===== src/rtl/spi_display_receiver_pkg.sv =====
// rtl/spi_display_receiver_pkg.sv - shared constants and types for the 7-segment SPI display link
//
// Holds the MAX7219-style register address map and frame size. The SPI
// transmitter and the receiver both import this package.
package spi_display_receiver_pkg;

    localparam int FRAME_BITS = 16;

    // The bit counter stops here so oversized frames stay distinguishable
    // from exact ones without the counter wrapping back to 16.
    localparam logic [4:0] COUNT_SAT = 5'd17;

    localparam logic [3:0] NOOP      = 4'h0;
    localparam logic [3:0] DIGIT0    = 4'h1;
    localparam logic [3:0] DIGIT1    = 4'h2;
    localparam logic [3:0] DIGIT2    = 4'h3;
    localparam logic [3:0] DIGIT3    = 4'h4;
    localparam logic [3:0] DIGIT4    = 4'h5;
    localparam logic [3:0] DIGIT5    = 4'h6;
    localparam logic [3:0] DIGIT6    = 4'h7;
    localparam logic [3:0] DIGIT7    = 4'h8;
    localparam logic [3:0] DECODE    = 4'h9;
    localparam logic [3:0] INTENSITY = 4'hA;
    localparam logic [3:0] SCANLIMIT = 4'hB;
    localparam logic [3:0] SHUTDOWN  = 4'hC;
    localparam logic [3:0] TEST      = 4'hF;

    typedef enum logic [1:0] {
        ST_WAIT_IDLE,
        ST_IDLE,
        ST_SHIFT
    } rx_state_t;

endpackage


===== src/rtl/spi_input_sync.sv =====
// rtl/spi_input_sync.sv - synchronizer with registered level and edge strobes for one SPI line
//
// Ports:
//   clk   - system clock
//   res   - synchronous active-high reset
//   din   - asynchronous input pin
//   level - synchronized level (also the edge-detect history flop)
//   rise  - one-cycle strobe, synchronized 0->1
//   fall  - one-cycle strobe, synchronized 1->0
module spi_input_sync #(
    parameter int SYNC_STAGES = 2
) (
    input  logic clk,
    input  logic res,
    input  logic din,
    output logic level,
    output logic rise,
    output logic fall
);

    logic [SYNC_STAGES-1:0] chain;

    // level and the strobes are registered off the same chain output, so a
    // data line sampled via level lines up exactly with a clock line's rise.
    always_ff @(posedge clk) begin
        if (res) begin
            chain <= '0;
            level <= 1'b0;
            rise  <= 1'b0;
            fall  <= 1'b0;
        end else begin
            chain <= {chain[SYNC_STAGES-2:0], din};
            level <= chain[SYNC_STAGES-1];
            rise  <= chain[SYNC_STAGES-1] & ~level;
            fall  <= ~chain[SYNC_STAGES-1] & level;
        end
    end

endmodule


===== src/rtl/spi_display_receiver.sv =====
// rtl/spi_display_receiver.sv - oversampling SPI receiver and MAX7219-style shadow register file
//
// Ports:
//   clk, res                  - system clock, synchronous active-high reset
//   spi_clk/spi_mosi/spi_cs   - raw SPI pins (mode 0, MSB first, CS active low)
//   frame_valid/frame_error   - one-cycle pulses on a 16-bit / wrongly sized frame
//   frame_addr/frame_data     - fields of the last valid frame
//   rd_addr/rd_data           - combinational digit register read (0 = register 0x1)
//   decode_mode, intensity, scan_limit, shutdown, display_test - control registers
module spi_display_receiver
    import spi_display_receiver_pkg::*;
#(
    parameter int SYNC_STAGES = 2
) (
    input  logic       clk,
    input  logic       res,
    input  logic       spi_clk,
    input  logic       spi_mosi,
    input  logic       spi_cs,
    output logic       frame_valid,
    output logic       frame_error,
    output logic [3:0] frame_addr,
    output logic [7:0] frame_data,
    input  logic [2:0] rd_addr,
    output logic [7:0] rd_data,
    output logic [7:0] decode_mode,
    output logic [3:0] intensity,
    output logic [2:0] scan_limit,
    output logic       shutdown,
    output logic       display_test
);

    logic sclk_rise, mosi_level, cs_level, cs_rise;
    logic sclk_level_unused, sclk_fall_unused;
    logic mosi_rise_unused, mosi_fall_unused, cs_fall_unused;

    spi_input_sync #(.SYNC_STAGES(SYNC_STAGES)) u_sync_sclk (
        .clk(clk), .res(res), .din(spi_clk),
        .level(sclk_level_unused), .rise(sclk_rise), .fall(sclk_fall_unused)
    );

    spi_input_sync #(.SYNC_STAGES(SYNC_STAGES)) u_sync_mosi (
        .clk(clk), .res(res), .din(spi_mosi),
        .level(mosi_level), .rise(mosi_rise_unused), .fall(mosi_fall_unused)
    );

    spi_input_sync #(.SYNC_STAGES(SYNC_STAGES)) u_sync_cs (
        .clk(clk), .res(res), .din(spi_cs),
        .level(cs_level), .rise(cs_rise), .fall(cs_fall_unused)
    );

    rx_state_t             state;
    logic [FRAME_BITS-1:0] shift_reg, shift_next;
    logic [4:0]            bit_count, count_next;
    logic [7:0]            digits [8];
    logic [3:0]            wr_addr;
    logic [7:0]            wr_data;

    // The shift is folded in ahead of frame evaluation so a last SCLK rise
    // landing in the same cycle as the CS rise still counts.
    always_comb begin
        shift_next = shift_reg;
        count_next = bit_count;
        if (state == ST_SHIFT && sclk_rise) begin
            shift_next = {shift_reg[FRAME_BITS-2:0], mosi_level};
            if (bit_count != COUNT_SAT) begin
                count_next = bit_count + 5'd1;
            end
        end
    end

    assign wr_addr = shift_next[11:8];
    assign wr_data = shift_next[7:0];
    assign rd_data = digits[rd_addr];

    always_ff @(posedge clk) begin
        if (res) begin
            state        <= ST_WAIT_IDLE;
            shift_reg    <= '0;
            bit_count    <= '0;
            frame_valid  <= 1'b0;
            frame_error  <= 1'b0;
            frame_addr   <= '0;
            frame_data   <= '0;
            decode_mode  <= '0;
            intensity    <= '0;
            scan_limit   <= '0;
            shutdown     <= 1'b1;
            display_test <= 1'b0;
            for (int i = 0; i < 8; i++) begin
                digits[i] <= '0;
            end
        end else begin
            frame_valid <= 1'b0;
            frame_error <= 1'b0;
            case (state)
                // Wait out any frame that was in flight when reset hit.
                ST_WAIT_IDLE: begin
                    if (cs_level) state <= ST_IDLE;
                end
                ST_IDLE: begin
                    if (!cs_level) begin
                        shift_reg <= '0;
                        bit_count <= '0;
                        state     <= ST_SHIFT;
                    end
                end
                ST_SHIFT: begin
                    shift_reg <= shift_next;
                    bit_count <= count_next;
                    if (cs_rise) begin
                        state <= ST_IDLE;
                        if (count_next == 5'(FRAME_BITS)) begin
                            frame_valid <= 1'b1;
                            frame_addr  <= wr_addr;
                            frame_data  <= wr_data;
                            case (wr_addr)
                                DIGIT0, DIGIT1, DIGIT2, DIGIT3,
                                DIGIT4, DIGIT5, DIGIT6, DIGIT7:
                                    digits[3'(wr_addr - DIGIT0)] <= wr_data;
                                DECODE:    decode_mode  <= wr_data;
                                INTENSITY: intensity    <= wr_data[3:0];
                                SCANLIMIT: scan_limit   <= wr_data[2:0];
                                SHUTDOWN:  shutdown     <= ~wr_data[0];
                                TEST:      display_test <= wr_data[0];
                                default: ;
                            endcase
                        end else if (count_next != 5'd0) begin
                            frame_error <= 1'b1;
                        end
                    end
                end
                default: state <= ST_WAIT_IDLE;
            endcase
        end
    end

endmodule


===== config.mk =====
export PLATFORM = sky130hd
export DESIGN_NAME = spi_display_receiver
export DESIGN_NICKNAME = d
export VERILOG_FILES = /design/src/rtl/spi_display_receiver_pkg.sv /design/src/rtl/spi_input_sync.sv /design/src/rtl/spi_display_receiver.sv
export SDC_FILE = /design/constraint.sdc
export NUM_CORES = 1
export LEC_CHECK = 0
export CORE_UTILIZATION = 55
export DETAILED_ROUTE_END_ITERATION = 8
export GPL_ROUTABILITY_DRIVEN = 0
export PLACE_DENSITY = 0.76
export SYNTH_ARGS = -nofsm -noshare
export SYNTH_HDL_FRONTEND = slang
export SYNTH_SLANG_ARGS = --single-unit

===== constraint.sdc =====
create_clock -name clk -period 6.8 [get_ports clk]
set_input_delay 2.04 -clock clk [delete_from_list [all_inputs] [get_ports clk]]
set_output_delay 2.04 -clock clk [all_outputs]
set_load 0.01 [all_outputs]

==> run_results.csv <==
group,metric,value,unit
outcome,outcome,"finished, final reports clean",
clock_tree,cts_tree,"built",
detailed_routing,met3WireLength,781,um
sta,slew_viol_final,0,
global_routing,antenna_found_initial,0,
synthesis,yosysTopAreaCell,"edfxtp_1",
global_routing,grt_first_pass_wirelength,21.2,mm
final_layout,n_fill_cell,756,
sta,maxSlewHeadroom,40.4,%
detailed_routing,wl_per_cell,18.8,um
floorplan,die_w,106,um
synthesis,syn-num-nets,527,
synthesis,synth_area_leaders,"edfxtp_1 33%, dfxtp_1 21%, mux4_2 6.1%",
worst_setup_path,path_cells,"clkdlybuf4s50_1 > buf_4 > mux4_2 > mux2_2 > clkdlybuf4s50_1",
worst_setup_path,crit_top_cell,"clkdlybuf4s50_1",
sta,setup_violations,0,
detailed_routing,finalWirelength,13.1,mm
final_layout,n_antenna_cell,0,
worst_hold_path,holdPathStages,1,
worst_setup_path,cp_slowest_cell,"mux4_2",
detailed_routing,highest_layer,"met4",
worst_setup_path,worst_ep_required_time,4760,ps
sta,worst_pin_slew,894,ps
detailed_routing,dr.first_iter.drc_count,271,
synthesis,synthFlopType,"edfxtp_1",
synthesis,ys_seq_elements,125,
synthesis,netlist_area,5910,sq um
floorplan,io-pin-count,47,
floorplan,dieArea,11200,sq um
final_layout,instances_no_fill,696,
worst_setup_path,cp_num_buf_inv,3,
worst_hold_path,hold_start,"u_sync_sclk.level",
sta,tns,0,ps
clock_tree,cts_buffers,17,
global_routing,grt_max_degree,54,
synthesis,ys_warn_count,0,
detailed_routing,drcViolationCount,0,
final_layout,fin_util,67.5,%
floorplan,coreArea,10400,sq um
pwr,power_density,254,nW/um^2
clock_tree,cts_hold_buf,0,
sta,period_share,90.2,%
worst_setup_path,cpPeakStageDelay,540,ps
clock_tree,cts_setup_buffers,0,
synthesis,ys_top_cells_by_count,"64 x edfxtp_1, 61 x dfxtp_1, 61 x nor2_1, 47 x nand2_1, 33 x mux2i_1",
pwr,vdd_drop_max,0.000152,V
floorplan,die_h,106,um
sta,holdWs,385,ps
worst_setup_path,rrSetupSlack,2690,ps
worst_setup_path,critPathTopFamily,"buffers and inverters",
sta,fmax,163,MHz
clock_tree,insertion_delay,520,ps
global_routing,overflow,0,
placement,placedCellCount,664,
sta,setup_ws,663,ps
synthesis,synthArstFlopShare,0,%
clock_tree,cts-resized-gates,0,
detailed_routing,firstDrtPassIters,5,
clock_tree,cts_buffer_depth,2,
final_layout,stdcell_area,7000,sq um
worst_setup_path,r2r-start,"u_sync_sclk.rise",
synthesis,synth_cell_types,59,
clock_tree,ctsRootBufferMaster,"clkbuf_8",
worst_hold_path,hold_path.class,"reg2reg",
worst_setup_path,r2r_cells,10,
final_layout,largest_reg_flops,64,
synthesis,synth.avg_cell_area,11.5,sq um
final_layout,nNetsFinal,561,
sta,period_minus_slack,6140,ps
sta,skew,6.85,ps
floorplan,start_util,57.0,%
worst_setup_path,critPathKind,"in2out",
worst_setup_path,critPathLaunchType,"primary input",
placement,hpwlAfterDp,8.56,mm
clock_tree,cts.sinks,125,
placement,portBuffers,46,
clock_tree,htree_levels,4,
worst_hold_path,hold_end,"u_sync_sclk.rise",
global_routing,groute.usage.overall,24.9,%
worst_setup_path,r2r_end,"digits[5][1]",
detailed_routing,antenna_left,0,
detailed_routing,wl_met1,5.40,mm
synthesis,synth-edff-count,64,
final_layout,areaGrowthSynthToFinish,18.3,%
worst_setup_path,cp.depth,5,
synthesis,yosysMostFrequentCell,"edfxtp_1",
worst_setup_path,endpoint_kind,"primary output",
detailed_routing,num_vias,4203,
synthesis,synth_top_area_share,32.5,%
worst_setup_path,crit_path_start,"rd_addr[0]",
sta,hold_violations,0,
detailed_routing,wl_met2,6.58,mm
detailed_routing,viasPerCell,6.04,
sta,rsz0062_at_grt,"no",
floorplan,rows,37,
run,drv_cap,0,
worst_setup_path,crit_arrival,4100,ps
pwr,power.total,1.78,mW
placement,placed_area,6410,sq um
placement,dp_slack,640,ps
pwr,leakage,2.52,nW
clock_tree,cts.clk_slew.worst_paths,60,ps
worst_setup_path,crit_fanout,16,
final_layout,final_layout_size_suffix_gt1_share,16.8,%
synthesis,ys_seq_area_share,53.2,%
synthesis,syn_inst,513,
global_routing,grt_pass1_vias,4174,
-- worst max-delay path by stage --
stage	endpoint	slack (ps)
2_1_floorplan	rd_data[0]	1190
3_3_place_gp	rd_data[7]	660
3_5_place_dp	rd_data[6]	640
4_1_cts	rd_data[6]	640
5_1_grt	rd_data[6]	580
6_report	rd_data[3]	660
-- layout by cell type, fill, tap and decap left out, types with 2 or more instances in the layout --
master / count
dfxtp_1: 61
nor2b_1: 13
and3_1: 5
or2_2: 7
a2111oi_0: 2
mux2_2: 10
nand3_1: 18
nand4_4: 2
clkdlybuf4s50_1: 45
buf_4: 3
nor2_1: 61
mux4_2: 16
clkbuf_16: 16
inv_1: 4
mux2i_4: 2
a21oi_1: 12
a41o_1: 6
a22oi_1: 10
o21ai_0: 5
nor3b_1: 2
nor4_1: 25
bufinv_16: 2
inv_6: 9
a31o_2: 2
edfxtp_1: 64
ha_1: 6
nor3_1: 7
nor4_2: 9
nand4_1: 7
inv_8: 2
nand2_1: 47
mux2i_1: 32
nand2b_1: 11
and2_1: 6
-- worst reg2reg max path, stage by stage (launching register included) --
cell	delay, ps
dfxtp_1	550
and3b_1	680
nand2_1	160
a21boi_0	230
ha_1	390
a2111oi_0	460
o22ai_1	190
mux2i_2	160
buf_4	350
nor2_1	150
a41o_1	470
-- logic make-up after synthesis --
group	share of synthesized area [%]
flops	53.2
fa+ha+maj	1.27
simple gates	21.4
mux	14.3
xor+xnor	0.847
compound gates	5.99
buf+inv	2.96
-- routing by layer --
metal | up-vias | global-route usage [%]
met1 | 2023 | 31.0
met4 | 0 | 12.9
met3 | 30 | 4.82
met2 | 171 | 41.3
met5 | - | 0
li1 | 1979 | -
-- layout make-up --
class                      count  area [sq um]  share of cell area (%)
timing repair buffer          49           478                    6.83
multi-input combinational    349          2600                    37.1
sequential                   125          3140                    44.9
tap                          136           170                    2.43
clock buffer                  17           414                    5.92
inverter                       5          18.8                   0.268
clock inverter                15           174                    2.49
-- report_power, final --
part           internal [mW]  switching [mW]
Sequential             0.806         0.00567
Combinational         0.0328          0.0337
Clock                  0.536           0.363
Total                   1.37           0.402
No activity file was read; power rests on OpenSTA's default activity.
